File: src/rtl/vslc_pkg.sv
// Shared board-level constants for the VSLC input front end.
package vslc_pkg;

  localparam int VSLC_IO_W        = 8;
  localparam int VSLC_CLK_HZ      = 12_000_000;
  localparam int VSLC_DEBOUNCE_MS = 10;

  function automatic int ms_to_cycles(input int clk_hz, input int ms);
    return (clk_hz / 1000) * ms;
  endfunction

  localparam int VSLC_DEBOUNCE_CYCLES = ms_to_cycles(VSLC_CLK_HZ, VSLC_DEBOUNCE_MS);

endpackage

File: src/rtl/vslc_input_conditioner_if.sv
// Pin-side / core-side bundle of the input conditioner.
// scan_strobe exists only when VSLC_COND_SCAN_LATCH_EN is defined.
interface vslc_input_conditioner_if
  import vslc_pkg::*;
#(
  parameter int WIDTH = VSLC_IO_W
);
  logic [WIDTH-1:0] raw_in;
  logic [WIDTH-1:0] clean;
  logic [WIDTH-1:0] rise;
  logic [WIDTH-1:0] fall;
`ifdef VSLC_COND_SCAN_LATCH_EN
  logic             scan_strobe;

  modport master (output raw_in, output scan_strobe, input clean, input rise, input fall);
  modport slave  (input raw_in, input scan_strobe, output clean, output rise, output fall);
`else
  modport master (output raw_in, input clean, input rise, input fall);
  modport slave  (input raw_in, output clean, output rise, output fall);
`endif
endinterface

File: src/rtl/vslc_debounce_bit.sv
// One conditioned bit: 2-flop synchroniser, persistence counter, accepted level
// and registered one-cycle rise/fall pulses.
module vslc_debounce_bit
  import vslc_pkg::*;
#(
  parameter int DEBOUNCE_CYCLES = VSLC_DEBOUNCE_CYCLES
) (
  input  logic CLK,
  input  logic rst_n,
  input  logic din,
  output logic stable,
  output logic rise,
  output logic fall
);
  localparam int            CW   = $clog2(DEBOUNCE_CYCLES + 1);
  localparam logic [CW-1:0] LAST = CW'(DEBOUNCE_CYCLES - 1);

  logic          s1;
  logic          s2;
  logic [CW-1:0] cnt;

  always_ff @(posedge CLK) begin
    if (!rst_n) begin
      s1     <= 1'b0;
      s2     <= 1'b0;
      cnt    <= '0;
      stable <= 1'b0;
      rise   <= 1'b0;
      fall   <= 1'b0;
    end else begin
      s1   <= din;
      s2   <= s1;
      rise <= 1'b0;
      fall <= 1'b0;
      // Any sample matching the accepted level restarts the persistence window.
      if (s2 == stable) begin
        cnt <= '0;
      end else if (cnt == LAST) begin
        stable <= s2;
        cnt    <= '0;
        rise   <= s2;
        fall   <= ~s2;
      end else begin
        cnt <= cnt + CW'(1);
      end
    end
  end

endmodule

File: src/rtl/vslc_input_conditioner.sv
// Board input front end: polarity normalise, sync, debounce, edge pulses per bit.
// Optional VSLC_COND_SCAN_LATCH_EN latches a PLC-style input image on scan_strobe.
module vslc_input_conditioner
  import vslc_pkg::*;
#(
  parameter int               WIDTH           = VSLC_IO_W,
  parameter int               DEBOUNCE_CYCLES = VSLC_DEBOUNCE_CYCLES,
  parameter logic [WIDTH-1:0] INVERT_MASK     = WIDTH'(8'h01)
) (
  input  logic                     CLK,
  input  logic                     rst_n,
  vslc_input_conditioner_if.slave  bus
);
  logic [WIDTH-1:0] norm;
  logic [WIDTH-1:0] stable_w;
  logic [WIDTH-1:0] ev_rise;
  logic [WIDTH-1:0] ev_fall;

  assign norm = bus.raw_in ^ INVERT_MASK;

  for (genvar g = 0; g < WIDTH; g++) begin : g_bit
    vslc_debounce_bit #(
      .DEBOUNCE_CYCLES(DEBOUNCE_CYCLES)
    ) u_bit (
      .CLK    (CLK),
      .rst_n  (rst_n),
      .din    (norm[g]),
      .stable (stable_w[g]),
      .rise   (ev_rise[g]),
      .fall   (ev_fall[g])
    );
  end

`ifdef VSLC_COND_SCAN_LATCH_EN
  logic [WIDTH-1:0] clean_q;
  logic [WIDTH-1:0] rise_q;
  logic [WIDTH-1:0] fall_q;
  logic [WIDTH-1:0] pend_rise;
  logic [WIDTH-1:0] pend_fall;

  // Edges between strobes are kept sticky so the next scan image sees them.
  always_ff @(posedge CLK) begin
    if (!rst_n) begin
      clean_q   <= '0;
      rise_q    <= '0;
      fall_q    <= '0;
      pend_rise <= '0;
      pend_fall <= '0;
    end else if (bus.scan_strobe) begin
      clean_q   <= stable_w;
      rise_q    <= pend_rise | ev_rise;
      fall_q    <= pend_fall | ev_fall;
      pend_rise <= '0;
      pend_fall <= '0;
    end else begin
      pend_rise <= pend_rise | ev_rise;
      pend_fall <= pend_fall | ev_fall;
    end
  end

  assign bus.clean = clean_q;
  assign bus.rise  = rise_q;
  assign bus.fall  = fall_q;
`else
  assign bus.clean = stable_w;
  assign bus.rise  = ev_rise;
  assign bus.fall  = ev_fall;
`endif

endmodule

File: src/flat_wrapper.sv
// flat-port wrapper written by rule: the top's interface ports become plain ports
module vslc_input_conditioner_flat import vslc_pkg::*;
#(
  parameter int               WIDTH           = VSLC_IO_W,
  parameter int               DEBOUNCE_CYCLES = VSLC_DEBOUNCE_CYCLES,
  parameter logic [WIDTH-1:0] INVERT_MASK     = WIDTH'(8'h01)
)
  (CLK, rst_n, bus_raw_in, bus_clean, bus_rise, bus_fall);
  vslc_input_conditioner_if #(.WIDTH(WIDTH)) bus_i ();
  input  logic CLK;
  input  logic rst_n;
  input wire logic [$bits(bus_i.raw_in)-1:0] bus_raw_in;
  output wire logic [$bits(bus_i.clean)-1:0] bus_clean;
  output wire logic [$bits(bus_i.rise)-1:0] bus_rise;
  output wire logic [$bits(bus_i.fall)-1:0] bus_fall;
  assign bus_i.raw_in = bus_raw_in;
  assign bus_clean = bus_i.clean;
  assign bus_rise = bus_i.rise;
  assign bus_fall = bus_i.fall;
  vslc_input_conditioner #(.WIDTH(WIDTH), .DEBOUNCE_CYCLES(DEBOUNCE_CYCLES), .INVERT_MASK(INVERT_MASK)) u_core (.CLK(CLK), .rst_n(rst_n), .bus(bus_i));
endmodule
File: config.mk
export PLATFORM = sky130hd
export DESIGN_NAME = vslc_input_conditioner_flat
export DESIGN_NICKNAME = d
export VERILOG_FILES = /design/src/rtl/vslc_pkg.sv /design/src/rtl/vslc_input_conditioner_if.sv /design/src/rtl/vslc_debounce_bit.sv /design/src/rtl/vslc_input_conditioner.sv /design/src/flat_wrapper.sv
export SDC_FILE = /design/constraint.sdc
export NUM_CORES = 1
export LEC_CHECK = 0
export ABC_AREA = 1
export ABC_CLOCK_PERIOD_IN_PS = 1490
export BUFFER_PORTS_ARGS = -buffer_cell sky130_fd_sc_hd__buf_2
export CAP_MARGIN = 20
export CORE_UTILIZATION = 45
export CTS_CLUSTER_DIAMETER = 60
export CTS_CLUSTER_SIZE = 10
export DETAILED_ROUTE_END_ITERATION = 6
export HOLD_SLACK_MARGIN = 0.08
export RECOVER_POWER = 50
export SLEW_MARGIN = 10
export SYNTH_ARGS = -nofsm -noshare
export SYNTH_HDL_FRONTEND = slang
export SYNTH_SLANG_ARGS = --single-unit
export TNS_END_PERCENT = 30
File: constraint.sdc
create_clock -name CLK -period 1.49 [get_ports CLK]
set_input_delay 0.0745 -clock CLK [delete_from_list [all_inputs] [get_ports CLK]]
set_output_delay 0.0745 -clock CLK [all_outputs]
set_load 0.1 [all_outputs]
# Word level (Yosys, flattened, before mapping)
# Index checks and enable logic that the tools add are counted.
[word_totals]
register_bits = 176
in_bits = 10
out_inout_bits = 24
word_cells = 122
[op_classes]
addsub = 8
n_eq_ne = 16
bitwise = 26
n_reduce_logical = 24
[ops]
columns = ["cell", "n"]
rows = [
  ["17-bit by 1-bit adder with 17-bit output, second input constant", 8],
  ["17-bit == test, second input constant", 8],
  ["3-bit OR reduction", 16],
  ["1-bit NOT", 26],
  ["2-bit AND reduction", 8],
  ["1-bit == test", 8],
]

# Longest topological paths before layout
[logic_depth]
depth_word = 3
depth_mapped = 8
ltp_nobuf = 8

# By module
# Synthesis repeated with hierarchy kept, for this count alone.
[hier_totals]
cells_unflattened = 1201
hier_area_um2 = 8366.8
[by_module_without_submodules]
columns = ["mod", "n_inst", "cells_each", "area_per_inst_um2", "seq_area_each_um2"]
rows = [
  ["vslc_debounce_bit (u_core.g_bit[0].u_bit ...)", 7, 150, 1046.0, 440.4],
  ["vslc_debounce_bit (u_core.g_bit[7].u_bit)", 1, 150, 1041.0, 440.4],
  ["vslc_input_conditioner", 1, 1, 3.8, 0.0],
]

# Worst setup path before layout
# Ideal clock, no wire load.
[synth_path]
path_kind = "flip-flop to flip-flop"
from = "reg u_core.g_bit[5].u_bit.cnt[0]"
to = "reg u_core.g_bit[5].u_bit.cnt[12]"
setup_time_ns = 0.118
t_arrival_ns = 1.262
required_time_ns = 1.372
path_slack_ns = 0.109
path_stages_with_launch = 8
n_path_buf = 1
period_less_slack_ns = 1.381
cell_sequence = "dfxtp_1 ha_1 nand3_2 nor2_1 nand3_1 nand2_4 buf_8 nor2_4"
[synth_between]
elab_chain_len = 2
elab_cells_between_ends = 3
classes_between = "add/sub: 1; eq/ne: 1; reduce/logical: 1"
[synth_rtl]
columns = ["item", "line_no", "text"]
rows = [
  ["from (decl)", "vslc_debounce_bit.sv:20", "logic [CW-1:0] cnt;"],
  ["from (signal assigned)", "vslc_debounce_bit.sv:44", "cnt <= cnt + CW'(1);"],
  ["branches (longest 2 deep; another with 17-bit by 1-bit adder with 17-bit output)", "-", ""],
]
# Several ways; the timed one is not identified.
# A chain may end at the register's enable or synchronous reset.

# Worst setup path in the final report
[layout_path]
from = "reg u_core.g_bit[5].u_bit.cnt[0]"
to = "reg u_core.g_bit[5].u_bit.cnt[9]"
# The elaborated chain is that of the path after synthesis.

==> metrics.txt <==
# TYPE chip_impl_metric gauge
chip_impl_info{name="status",value="finished, final reports clean"} 1
chip_impl_metric{name="syn2layout_area_growth",unit="%"} 17.3
chip_impl_metric{name="average_wire_per_standard_cell",unit="um"} 11.2
chip_impl_metric{name="syn_area",unit="mm2"} 0.00849
chip_impl_metric{name="cts-buffers-inserted",unit=""} 17
chip_impl_info{name="critical_path_cell_by_cell",value="ha_1 -> nand3_2 -> nor2_1 -> nand3_2 -> nand2_4 -> nor2_1"} 1
chip_impl_metric{name="cp.buffers_inverters",unit=""} 0
chip_impl_info{name="worstSetupStartpoint",value="u_core.g_bit[5].u_bit.cnt[0]$_SDFF_PP0_"} 1
chip_impl_metric{name="insertedDiodeCount",unit=""} 0
chip_impl_metric{name="final.fill_count",unit=""} 1807
chip_impl_metric{name="average_size_of_a_mapped_cell",unit="um2"} 6.92
chip_impl_metric{name="synth_cell_types",unit=""} 32
chip_impl_metric{name="crit_required",unit="ns"} 1.80
chip_impl_metric{name="floorplan.initialDensity",unit=""} 0.466
chip_impl_metric{name="worst_ep_arrival_time",unit="ns"} 1.70
chip_impl_metric{name="finalCriticalPeriod",unit="ns"} 1.39
chip_impl_metric{name="final_layout_size_suffix_gt1_frac",unit=""} 0.132
chip_impl_info{name="critical_path.startpoint_type",value="flip-flop"} 1
chip_impl_metric{name="proportion_of_power_drawn_by_flip_flops_and_latches",unit=""} 0.485
chip_impl_info{name="slowest_stage",value="dfxtp_1"} 1
chip_impl_metric{name="detail_route.drc_violations",unit=""} 0
chip_impl_metric{name="largest_net_degree_at_the_start_of_global_routing",unit=""} 21
chip_impl_metric{name="yosys_warnings",unit=""} 0
chip_impl_metric{name="power_density",unit="mW/mm2"} 984
chip_impl_info{name="cts_root_buf",value="clkbuf_16"} 1
chip_impl_metric{name="layout.core_utilization",unit=""} 0.547
chip_impl_metric{name="avgViaCountPerCell",unit=""} 4.79
chip_impl_metric{name="wirelength_met1",unit="um"} 8690
chip_impl_metric{name="h_tree_levels",unit=""} 4
chip_impl_metric{name="dr_total_vias",unit=""} 7392
chip_impl_metric{name="grt_overflow_total",unit=""} 0
chip_impl_metric{name="drt-total-wl",unit="um"} 17400
chip_impl_metric{name="internal-power",unit="W"} 0.00788
chip_impl_metric{name="ioPinCount",unit=""} 34
chip_impl_metric{name="total_leakage_power",unit="nW"} 3.40
chip_impl_metric{name="synth-seq-area-share",unit=""} 0.415
chip_impl_metric{name="length_of_the_first_detailed_routing_pass_in_iterations",unit=""} 5
chip_impl_metric{name="async_flop_share",unit=""} 0
chip_impl_info{name="worst_setup_path_end_kind",value="flip-flop"} 1
chip_impl_metric{name="io_buffer_count",unit=""} 33
chip_impl_metric{name="power.share.combinational",unit=""} 0.020
chip_impl_metric{name="worstSkewPairLatency",unit="ns"} 0.43
chip_impl_metric{name="initialDrtViolationCount",unit=""} 265
chip_impl_metric{name="max_slew_violations",unit=""} 0
chip_impl_metric{name="fp.dieW",unit="um"} 139
chip_impl_metric{name="clock_tree_skew_after_final_layout",unit="ns"} 0.00827
chip_impl_metric{name="swShare",unit=""} 0.195
chip_impl_metric{name="clock_sinks",unit=""} 176
chip_impl_metric{name="finalSetupViolations",unit=""} 0
chip_impl_metric{name="timing_worst_slew_pin_value",unit="ns"} 0.560
chip_impl_metric{name="clk_pin_slew_worst_paths",unit="ns"} 0.06
chip_impl_metric{name="dieHeight",unit="um"} 139
chip_impl_metric{name="num_rows",unit=""} 49
chip_impl_info{name="timing.hold.worst.start",value="bus_raw_in[2]"} 1
chip_impl_metric{name="grt_first_pass_wirelength",unit="um"} 30200
chip_impl_info{name="worst_hold_check_path_type",value="in2reg"} 1
chip_impl_metric{name="grt.total_usage",unit=""} 0.188
chip_impl_metric{name="wl_met2",unit="um"} 7940
chip_impl_metric{name="critical-path-max-stage-delay",unit="ns"} 0.33
chip_impl_metric{name="max-vdd-ir-drop",unit="V"} 0.000734
chip_impl_metric{name="die_area",unit="mm2"} 0.0194
chip_impl_info{name="crit-reg2reg-launch",value="u_core.g_bit[5].u_bit.cnt[0]$_SDFF_PP0_"} 1
chip_impl_metric{name="nNetsFinal",unit=""} 1320
chip_impl_metric{name="synth.ff_latch_count",unit=""} 176
chip_impl_metric{name="max-clock-path-buffers",unit=""} 2
chip_impl_metric{name="slew-limit-headroom",unit=""} 0.628
chip_impl_metric{name="total_switching_power",unit="W"} 0.00191
chip_impl_info{name="rsz_0062_raised_after_global_routing",value="true"} 1
chip_impl_metric{name="total_power",unit="W"} 0.00979
chip_impl_metric{name="synth_nets",unit=""} 1244
chip_impl_metric{name="achievable-frequency",unit="GHz"} 0.720
chip_impl_metric{name="finalCritPeriodShare",unit=""} 0.932
chip_impl_info{name="cpLargestDelayFamily",value="simple AND/OR/NAND/NOR gates"} 1
chip_impl_metric{name="first_global_vias",unit=""} 6966
chip_impl_metric{name="final_cells",unit=""} 1544
chip_impl_metric{name="clockPowerShare",unit=""} 0.496
chip_impl_metric{name="path_max_fanout",unit=""} 17
chip_impl_metric{name="initial_antenna_violation_count",unit=""} 0
chip_impl_metric{name="place_hpwl",unit="um"} 12500
chip_impl_metric{name="final_hold_vios",unit=""} 0
chip_impl_metric{name="max-cap-violations",unit=""} 0
chip_impl_metric{name="antenna_violating_nets_post_route",unit=""} 0
chip_impl_metric{name="dp_cells",unit=""} 1496
chip_impl_info{name="critical_path_class",value="reg2reg"} 1
chip_impl_info{name="highest-signal-layer",value="met4"} 1
chip_impl_info{name="predominant_post_synthesis_flop_cell",value="dfxtp_1"} 1
chip_impl_metric{name="design.core.area",unit="mm2"} 0.0182
chip_impl_info{name="cts_tree",value="yes"} 1
chip_impl_metric{name="met3_wirelength",unit="um"} 488
chip_impl_metric{name="synth_enable_flop_cells",unit=""} 0
chip_impl_metric{name="globalplace.congestion",unit=""} 0.871
chip_impl_metric{name="synthesis.instances",unit=""} 1226
-- what timing repair did --
item                       4_1_cts  5_1_grt
setup buffers                    0        0
pin swaps                        0        1
hold buffers                    15        0
setup endpoints to repair       13      129
cloned                           0        1
gates resized for setup          1       34
hold endpoints to repair        19        0
-- power by group through the flow --
stage	Sequential [W]	Clock, W	Combinational [W]
4_1_cts	0.00474	0.00501	0.000195
6_report	0.00474	0.00485	0.000194
2_1_floorplan	0.00485	0	0.000103
5_1_grt	0.00474	0.00521	0.000218
3_5_place_dp	0.00485	0	0.000164
3_3_place_gp	0.00485	0	0.000163
-- cells in the mapped netlist (2+ instances only) --
master | count | area, um2
a21oi_1 | 57 | 285
a21oi_2 | 9 | 78.8
buf_4 | 25 | 188
buf_6 | 7 | 78.8
dfxtp_1 | 176 | 3520
ha_1 | 8 | 100
inv_1 | 145 | 544
nand2_1 | 284 | 1070
nand2_2 | 7 | 43.8
nand2_4 | 2 | 22.5
nand3_1 | 88 | 440
nand3b_1 | 2 | 15.0
nand4_1 | 33 | 206
nor2_1 | 256 | 961
nor2_2 | 8 | 50.1
nor2_4 | 2 | 22.5
nor3_1 | 10 | 50.1
nor3b_1 | 2 | 15.0
nor4_1 | 3 | 18.8
o21ai_0 | 22 | 110
o21ai_1 | 2 | 10.0
o21bai_1 | 2 | 15.0
or2_2 | 10 | 62.6
xnor2_1 | 20 | 175
xor2_1 | 39 | 342
-- through the flow --
stage	hold slack, ns	TNS [ns]	cell area (um2)	setup slack, ns
global route	0.403	-0.246	9950	-0.0330
finish	0.376	0	9950	0.101
floorplan	0.146	0	8490	0.109
detailed placement	0.232	-0.0206	9060	-0.0100
CTS	0.362	0	9860	0.0337
global placement	0.236	0	9060	0.0811
-- state kept, by name (all words and copies together), names as in the netlist --
name and count:
u_core.g_bit.u_bit.cnt 136, u_core.g_bit.u_bit.fall 8, u_core.g_bit.u_bit.rise 8, u_core.g_bit.u_bit.s1 8, u_core.g_bit.u_bit.s2 8, u_core.g_bit.u_bit.stable 8
-- worst register-to-register path, cell delays in order (launching register included) --
cell and delay [ns]:
dfxtp_1 0.33, ha_1 0.20, nand3_2 0.09, nor2_1 0.17
nand3_2 0.13, nand2_4 0.26, nor2_1 0.09
-- metal layers --
layer / vias up / track usage
li1: 3972 / -
met1: 3317 / 0.235
met2: 85 / 0.318
met3: 18 / 0.0413
met4: 0 / 0.0643
met5: - / 0
-- area by class of cell --
type,count,area (um2),share of cell area
clock inverters,10,183,0.0184
well taps,229,287,0.0288
inverters,146,548,0.0551
clock buffers,22,464,0.0466
repair buffers,91,726,0.0729
flip-flops and latches,176,3530,0.354
multi-input cells,870,4220,0.424
-- cells in the final DEF, fill, tap and decap left out, drive strengths merged, types with 10 or more instances in the layout --
| master | n |
|---|---|
| nand3 | 89 |
| or2 | 10 |
| nand4 | 33 |
| dlygate4sd3 | 15 |
| inv | 146 |
| xor2 | 39 |
| clkbuf | 35 |
| nor3 | 10 |
| buf | 63 |
| xnor2 | 20 |
| dfxtp | 176 |
| nand2 | 294 |
| nor2 | 266 |
| a21oi | 67 |
| o21ai | 25 |
-- worst paths after layout --
check	end	slack, ns	cells past startpoint
setup reg to reg	u_core.g_bit[5].u_bit.cnt[9]$_SDFF_PP0_	0.10	6
setup / recovery	u_core.g_bit[5].u_bit.cnt[9]$_SDFF_PP0_	0.10	6
hold / removal	u_core.g_bit[2].u_bit.s1$_SDFF_PN0_	0.38	4
hold reg to reg	u_core.g_bit[1].u_bit.s2$_SDFF_PN0_	0.41	2
-- kinds of logic (layout without fill, tap and decap cells) --
kind of cell,after synthesis,count (layout),share of synthesized area
XOR/XNOR,59,59,0.0609
adder cells (fa/ha/maj),8,8,0.0118
buffers and inverters,181,269,0.0988
AO/OA/AOI/OAI,94,94,0.0618
AND/OR/NAND/NOR,708,709,0.352
flip-flops,176,176,0.415
Power figures use the tool's default switching activity.
